File: src/rtl/spawn_scheduler_pkg.sv
// -----------------------------------------------------------------------------
// spawn_scheduler_pkg
// Shared game definitions for the spawn scheduler and its interval timer:
//   - FSM state encoding (IDLE=0, WAIT=1, PICK=2, CHECK=3, HOLD=4, ISSUE=5)
//   - speed-level width
//   - fuel-tank select pattern on the top bits of the random byte
//   - saturating 8-bit add used to build the next spawn interval
// -----------------------------------------------------------------------------
package spawn_scheduler_pkg;

  typedef enum logic [2:0] {
    ST_IDLE  = 3'd0,
    ST_WAIT  = 3'd1,
    ST_PICK  = 3'd2,
    ST_CHECK = 3'd3,
    ST_HOLD  = 3'd4,
    ST_ISSUE = 3'd5
  } state_e;

  localparam int unsigned SPEED_W      = 2;
  localparam logic [2:0]  FUEL_PATTERN = 3'b111;

  // 9-bit sum clamped to 255.
  function automatic logic [7:0] sat_add8(input logic [7:0] a, input logic [7:0] b);
    logic [8:0] sum;
    sum = {1'b0, a} + {1'b0, b};
    return sum[8] ? 8'hFF : sum[7:0];
  endfunction

endpackage

File: src/rtl/spawn_interval_timer.sv
// -----------------------------------------------------------------------------
// spawn_interval_timer
// 8-bit frame countdown. A load sets the count; while run is high each tick
// decrements it. expire pulses combinationally on the tick that takes the
// count from 1 to 0, so a loaded value N expires on exactly the Nth tick.
// Ports:
//   clk, rst      clock, synchronous active-high reset (count -> 0)
//   load          load load_val this cycle (has priority over ticks)
//   load_val[7:0] value to load
//   run           countdown active (scheduler in WAIT)
//   tick          frame tick
//   expire        final tick of the interval
// -----------------------------------------------------------------------------
module spawn_interval_timer
  import spawn_scheduler_pkg::*;
(
  input  logic       clk,
  input  logic       rst,
  input  logic       load,
  input  logic [7:0] load_val,
  input  logic       run,
  input  logic       tick,
  output logic       expire
);

  logic [7:0] count_q;

  assign expire = run && tick && (count_q == 8'd1);

  always_ff @(posedge clk) begin
    if (rst) begin
      count_q <= '0;
    end else if (load) begin
      count_q <= load_val;
    end else if (run && tick && (count_q != 8'd0)) begin
      count_q <= count_q - 8'd1;
    end
  end

endmodule

File: src/rtl/spawn_scheduler.sv
// -----------------------------------------------------------------------------
// spawn_scheduler
// Decides when, where, how fast and what kind of object (rival car or fuel
// tank) to spawn, hands the request to the slot manager over valid/ready and
// tracks the number of live objects so the road never exceeds MAX_ACTIVE.
// Ports:
//   clk, rst            clock, synchronous active-high reset
//   frame_tick          one-cycle pulse per video frame
//   enable              game running; low parks the scheduler in IDLE
//   rand_in[7:0]        free-running pseudo-random byte
//   despawn             one-cycle pulse: an object left the screen
//   spawn_valid         request pending (high only in ISSUE)
//   spawn_ready         slot manager accepts the request
//   spawn_lane          lane index, never equal to the previous spawn's lane
//   spawn_speed[1:0]    speed level 0..3
//   spawn_fuel          1 = fuel tank, 0 = rival car
//   active_cnt[3:0]     live object count (saturates at 15)
//   state_dbg[2:0]      current FSM state encoding
// -----------------------------------------------------------------------------
module spawn_scheduler
  import spawn_scheduler_pkg::*;
#(
  parameter int unsigned LANE_W        = 2,
  parameter int unsigned MIN_INTERVAL  = 20,
  parameter logic [7:0]  INTERVAL_MASK = 8'h1F,
  parameter int unsigned MAX_ACTIVE    = 3
) (
  input  logic               clk,
  input  logic               rst,
  input  logic               frame_tick,
  input  logic               enable,
  input  logic [7:0]         rand_in,
  input  logic               despawn,
  output logic               spawn_valid,
  input  logic               spawn_ready,
  output logic [LANE_W-1:0]  spawn_lane,
  output logic [SPEED_W-1:0] spawn_speed,
  output logic               spawn_fuel,
  output logic [3:0]         active_cnt,
  output logic [2:0]         state_dbg
);

  localparam logic [7:0] MIN_IV  = 8'(MIN_INTERVAL);
  localparam logic [3:0] MAX_ACT = 4'(MAX_ACTIVE);

  state_e               state_q, state_d;
  logic [LANE_W-1:0]    last_lane_q;
  logic [LANE_W-1:0]    lane_q;
  logic [SPEED_W-1:0]   speed_q;
  logic                 fuel_q;
  logic [3:0]           cnt_q;

  logic                 handshake;
  logic                 room;
  logic                 timer_load;
  logic [7:0]           timer_load_val;
  logic                 timer_expire;
  logic [LANE_W-1:0]    lane_raw;
  logic [LANE_W-1:0]    lane_pick;
  logic                 cnt_inc;
  logic                 cnt_dec;

  assign spawn_valid = (state_q == ST_ISSUE);
  assign spawn_lane  = lane_q;
  assign spawn_speed = speed_q;
  assign spawn_fuel  = fuel_q;
  assign active_cnt  = cnt_q;
  assign state_dbg   = state_q;

  assign handshake = spawn_valid && spawn_ready;
  assign room      = (cnt_q < MAX_ACT);

  // Adding 1 in LANE_W bits gives the modulo-lane-count wrap for free.
  assign lane_raw  = rand_in[LANE_W-1:0];
  assign lane_pick = (lane_raw == last_lane_q) ? lane_raw + 1'b1 : lane_raw;

  spawn_interval_timer u_timer (
    .clk      (clk),
    .rst      (rst),
    .load     (timer_load),
    .load_val (timer_load_val),
    .run      (state_q == ST_WAIT),
    .tick     (frame_tick),
    .expire   (timer_expire)
  );

  always_comb begin
    state_d        = state_q;
    timer_load     = 1'b0;
    timer_load_val = MIN_IV;
    unique case (state_q)
      ST_IDLE: begin
        if (enable) begin
          timer_load = 1'b1;
          state_d    = ST_WAIT;
        end
      end
      ST_WAIT: begin
        if (!enable)           state_d = ST_IDLE;
        else if (timer_expire) state_d = ST_PICK;
      end
      ST_PICK: begin
        state_d = enable ? ST_CHECK : ST_IDLE;
      end
      ST_CHECK: begin
        if (!enable)   state_d = ST_IDLE;
        else if (room) state_d = ST_ISSUE;
        else           state_d = ST_HOLD;
      end
      ST_HOLD: begin
        if (!enable)   state_d = ST_IDLE;
        else if (room) state_d = ST_ISSUE;
      end
      ST_ISSUE: begin
        // The request is never withdrawn; enable only picks where to go after it.
        if (handshake) begin
          timer_load     = 1'b1;
          timer_load_val = sat_add8(MIN_IV, rand_in & INTERVAL_MASK);
          state_d        = enable ? ST_WAIT : ST_IDLE;
        end
      end
      default: state_d = ST_IDLE;
    endcase
  end

  always_ff @(posedge clk) begin
    if (rst) begin
      state_q <= ST_IDLE;
    end else begin
      state_q <= state_d;
    end
  end

  // Payload is captured once in PICK and held through CHECK/HOLD/ISSUE.
  always_ff @(posedge clk) begin
    if (rst) begin
      lane_q      <= '0;
      speed_q     <= '0;
      fuel_q      <= 1'b0;
      last_lane_q <= '0;
    end else begin
      if (state_q == ST_PICK) begin
        lane_q  <= lane_pick;
        speed_q <= rand_in[LANE_W+SPEED_W-1:LANE_W];
        fuel_q  <= (rand_in[7:5] == FUEL_PATTERN);
      end
      if (handshake) begin
        last_lane_q <= lane_q;
      end
    end
  end

  assign cnt_inc = handshake;
  assign cnt_dec = despawn && (cnt_q != 4'd0);

  always_ff @(posedge clk) begin
    if (rst) begin
      cnt_q <= '0;
    end else if (cnt_inc && !cnt_dec) begin
      if (cnt_q != 4'hF) cnt_q <= cnt_q + 4'd1;
    end else if (cnt_dec && !cnt_inc) begin
      cnt_q <= cnt_q - 4'd1;
    end
  end

endmodule

File: config.mk
export PLATFORM = sky130hd
export DESIGN_NAME = spawn_scheduler
export DESIGN_NICKNAME = d
export VERILOG_FILES = /design/src/rtl/spawn_scheduler_pkg.sv /design/src/rtl/spawn_interval_timer.sv /design/src/rtl/spawn_scheduler.sv
export SDC_FILE = /design/constraint.sdc
export NUM_CORES = 1
export LEC_CHECK = 0
export ABC_AREA = 0
export BUFFER_PORTS_ARGS = -buffer_cell sky130_fd_sc_hd__buf_2
export CORE_MARGIN = 2
export CORE_UTILIZATION = 49
export CTS_CLUSTER_DIAMETER = 30
export DETAILED_ROUTE_END_ITERATION = 12
export PLACE_DENSITY = 0.75
export SYNTH_ARGS = -nofsm -noshare
export SYNTH_HDL_FRONTEND = slang
export SYNTH_HIERARCHICAL = 1
export SYNTH_SLANG_ARGS = --single-unit
File: constraint.sdc
create_clock -name clk -period 1.9 [get_ports clk]
set_input_delay 0.19 -clock clk [delete_from_list [all_inputs] [get_ports clk]]
set_output_delay 0.19 -clock clk [all_outputs]
set_load 0.005 [all_outputs]
==> flow_summary_export.csv <==
group,metric,value,unit
run_status,outcome,"finished with violations",
run_status,violations_in_the_final_reports,"negative setup slack",
routing,drc,0,
yosys,yosys_register_bits,22,
setup_path,critical_path.max_stage_delay,0.36,ns
clocking,cts_hold_buf,0,
pwr,power.density,983.0,nW/um^2
floorplan,fp.dieW,56.98,um
sta,finalSetupViolations,2,
yosys,post_synth_inst_count,168,
worst_hold_path,worstHoldPathCells,3,
setup_path,worst_endpoint_required_time,2.10,ns
setup_path,r2r_slack,-0.05,ns
cells_and_area,num-nets-final,235,
place,place_worst_setup_slack,-0.03248,ns
routing,avgViaCountPerCell,5.735,
clocking,clk-insertion-delay-late,0.31,ns
routing,drt-wirelength-per-cell,14.10,um
pwr,switching_portion_of_total_power,0.3475,
place,gpl.final_weighted_congestion,0.8937,
pwr,max_vdd_drop,0.0008663,V
setup_path,crit_path_end_kind,"flip-flop",
global_route,global_route_wire_length_before_repair,5.333,mm
routing,detail_route.first_pass.iterations,4,
global_route,globalRouteTotalUtil,0.2053,
pwr,clock_power_share,0.213,
clocking,clk_pin_slew_worst_paths,0.13,ns
yosys,synth.yosys.seq_area_share,0.3203,
global_route,grt_pass1_vias,1251,
yosys,synth_enable_flop_cells,0,
routing,vias,1405,
pwr,leakagePower,0.7305,nW
setup_path,crit_slowest_cell,"sky130_fd_sc_hd__o41ai_2",
routing,drt_iter0_markers,64,
place,dp.final_hpwl,2.496,mm
clocking,buffer_depth_of_the_longest_clock_path,2,
yosys,post_synth.cell_area_avg,8.185,um^2
clocking,cts_tree,"built",
yosys,post_synth_main_area_contributors,"sky130_fd_sc_hd__dfxtp_1 32%, sky130_fd_sc_hd__nor2_1 5.5%, sky130_fd_sc_hd__a21oi_1 4.7%, sky130_fd_sc_hd__ha_1 4.5%, sky130_fd_sc_hd__nand2_1 3.8%",
cells_and_area,top_library_cells_by_usage_in_the_layout_fill_and_taps_aside,"26 x sky130_fd_sc_hd__buf_2, 22 x sky130_fd_sc_hd__buf_4, 20 x sky130_fd_sc_hd__nor2_1, 19 x sky130_fd_sc_hd__dfxtp_1, 14 x sky130_fd_sc_hd__nand2_1",
setup_path,path_cells,"o41ai_2 > nand2_1 > ha_1 > a21oi_2 > a21boi_0 > mux2i_1 > o311ai_1",
routing,routed_wire_length,3.454,mm
setup_path,critPathBufInv,0,
routing,final_antenna_net_count,0,
clocking,numClockSinks,22,
sta,post-route-worst-setup-slack,-0.04769,ns
pwr,comb_power_share,0.443,
worst_hold_path,hold_start,"rand_in[5]",
sta,setup_tns_after_final_layout,-0.05873,ns
setup_path,arrival,2.15,ns
sta,grt_setup_unrepaired,"true",
sta,fin_hold_ws,0.1228,ns
worst_hold_path,hold_path.class,"primary input to flip-flop",
sta,finalMaxSlewViolations,0,
yosys,synth_largest_type_area_fraction,0.3203,
yosys,synth_area_leader_cell,"sky130_fd_sc_hd__dfxtp_1",
global_route,global_route.overflow_total,0,
cells_and_area,synthesis_to_finish_area_growth,26.84,%
yosys,synth-warning-count,6,
setup_path,worst-setup-path-type,"flip-flop to flip-flop",
setup_path,critical_path.top_delay_family,"compound AO/OA/AOI/OAI gates",
cells_and_area,fillerInstances,234,
cells_and_area,insertedDiodeCount,0,
flow_run,total_of_max_cap_violations,0,
setup_path,r2r-end,"active_cnt[3]",
cells_and_area,final_common_cell,"sky130_fd_sc_hd__buf_2",
floorplan,initial_core_util,0.5074,
floorplan,die-area,3246,um^2
sta,max_slew.worst_pin.slew,0.5120,ns
floorplan,placement_rows,19,
sta,finalHoldViolCount,0,
sta,tightest_slew_margin_relative_to_the_limit,0.6586,
setup_path,worst-r2r-cell-count,7,
pwr,share_seq_of_total_power,0.344,
place,input_output_buffers,26,
pwr,total_power,1.715,mW
sta,clock_skew,0.004762,ns
cells_and_area,final_layout_size_suffix_gt1_frac,0.2991,
floorplan,placeableCoreArea,2710,um^2
global_route,antenna_found_initial,0,
pwr,p_int,1.119,mW
setup_path,regToRegStartpoint,"active_cnt[2]",
floorplan,io-pin-count,27,
global_route,grt_start_max_net_pins,28,
worst_hold_path,worstHoldEndpoint,"spawn_fuel",
sta,maxClockFrequency,513.4,MHz
yosys,async_flop_share,0,
sta,post-route-min-period,1.948,ns
clocking,cts_root_buffer,"sky130_fd_sc_hd__clkbuf_4",
pwr,p_switching,595.9,uW
setup_path,worstSetupStartpointType,"flip-flop",
floorplan,floorplan.die.height,56.98,um
clocking,cts_made_buffers,3,
setup_path,path_max_fanout,4,
yosys,yosys_most_used_dff,"sky130_fd_sc_hd__dfxtp_1",
clocking,ctsHtreeMaxLevel,1,
yosys,mappedNetlistArea,1375,um^2
sta,fin_crit_sh,1.025,
yosys,synth_cell_types,47,
[tightest hold or removal path: cells and delay by family]
kind            cells  cell delay (ns)
simple gates        1             0.06
buf+inv             1             0.09
compound gates      1             0.06
[cell usage after synthesis, drive strengths merged (3+ instances only)]
library cell  instances
inv                   6
nor3                  7
xor2                  4
nand3                 4
nor2b                 5
a221oi                4
ha                    5
o21ai                 4
a21oi                13
and2                  5
mux2i                 4
and3                  3
nor2                 20
a211oi                5
xnor2                 3
clkbuf                5
nand4                 3
dfxtp                22
nand2b                3
nand2                14
[routing by layer]
| layer | part of all wire | global-route usage | wire length [um] |
|---|---|---|---|
| met3 | 0.037 | 0.02268 | 128 |
| met1 | 0.44 | 0.2553 | 1508 |
| met4 | 0.029 | 0.09967 | 99 |
| met2 | 0.50 | 0.3530 | 1717 |
| met5 | 0 | 0 | 0 |
[state kept, by name, indices dropped and copies added, names as in the netlist]
signal	flops
u_timer/count_q	8
state_dbg	3
spawn_lane	2
spawn_speed	2
last_lane_q	2
spawn_fuel	1
active_cnt	4
[final cells by class]
class                           count  area, um^2  area share
Inverter                            6       22.52     0.01291
Timing Repair Buffer               48       295.3      0.1693
Multi-Input combinational cell    134       890.9      0.5108
Sequential cell                    22       444.2      0.2547
Clock buffer                        3       22.52     0.01291
Tap cell                           31       38.79     0.02224
Clock inverter                      1       30.03     0.01722
[per-stage QoR]
| step | cell area [um^2] | util | instances |
|---|---|---|---|
| floorplan | 1383 | - | 169 |
| global placement | 1660 | 0.6127 | 239 |
| detailed placement | 1660 | 0.6127 | 239 |
| CTS | 1728 | 0.6376 | 245 |
| global route | 1744 | 0.6436 | 245 |
| finish | 1744 | 0.6436 | 245 |
[how the worst max path moves through the flow]
stage	depth (start not counted)	slack, ns	from	to
3_3_place_gp	7	0.08	active_cnt[2]	active_cnt[3]
4_1_cts	7	0.009	active_cnt[2]	active_cnt[3]
2_1_floorplan	7	0.01	active_cnt[2]	active_cnt[3]
3_5_place_dp	7	-0.03	active_cnt[2]	active_cnt[3]
6_report	7	-0.05	active_cnt[2]	active_cnt[3]
5_1_grt	7	-0.1	active_cnt[2]	active_cnt[3]
[power by group through the flow]
stage                     sequential (mW)  clock (mW)  combinational (mW)
after CTS                           0.586       0.374               0.743
after detailed placement            0.597           0               0.718
final                               0.590       0.365               0.760
after global placement              0.588           0               0.683
after global routing                0.598       0.387               0.831
after floorplan                     0.627           0               0.387
[timing repair]
action / CTS / global route
hold endpoints to repair: 0 / 0
pin swaps: 2 / 1
cloned: 0 / 0
buffers inserted: 2 / 0
gates resized for setup: 0 / 6
endpoints found under the setup margin: 1 / 8
[cells by family (layout without fill, tap and decap cells)]
kind of cell / after synthesis / in the layout / share of synthesized area
xor+xnor: 7 / 7 / 0.04459
mux: 4 / 4 / 0.02912
flops: 22 / 22 / 0.3203
compound gates: 38 / 38 / 0.1984
other cells: 1 / 2 / 0.002727
fa+ha+maj: 6 / 6 / 0.06006
buf+inv: 13 / 58 / 0.04640
simple gates: 77 / 77 / 0.2985
(Power assumes the default switching activity.)
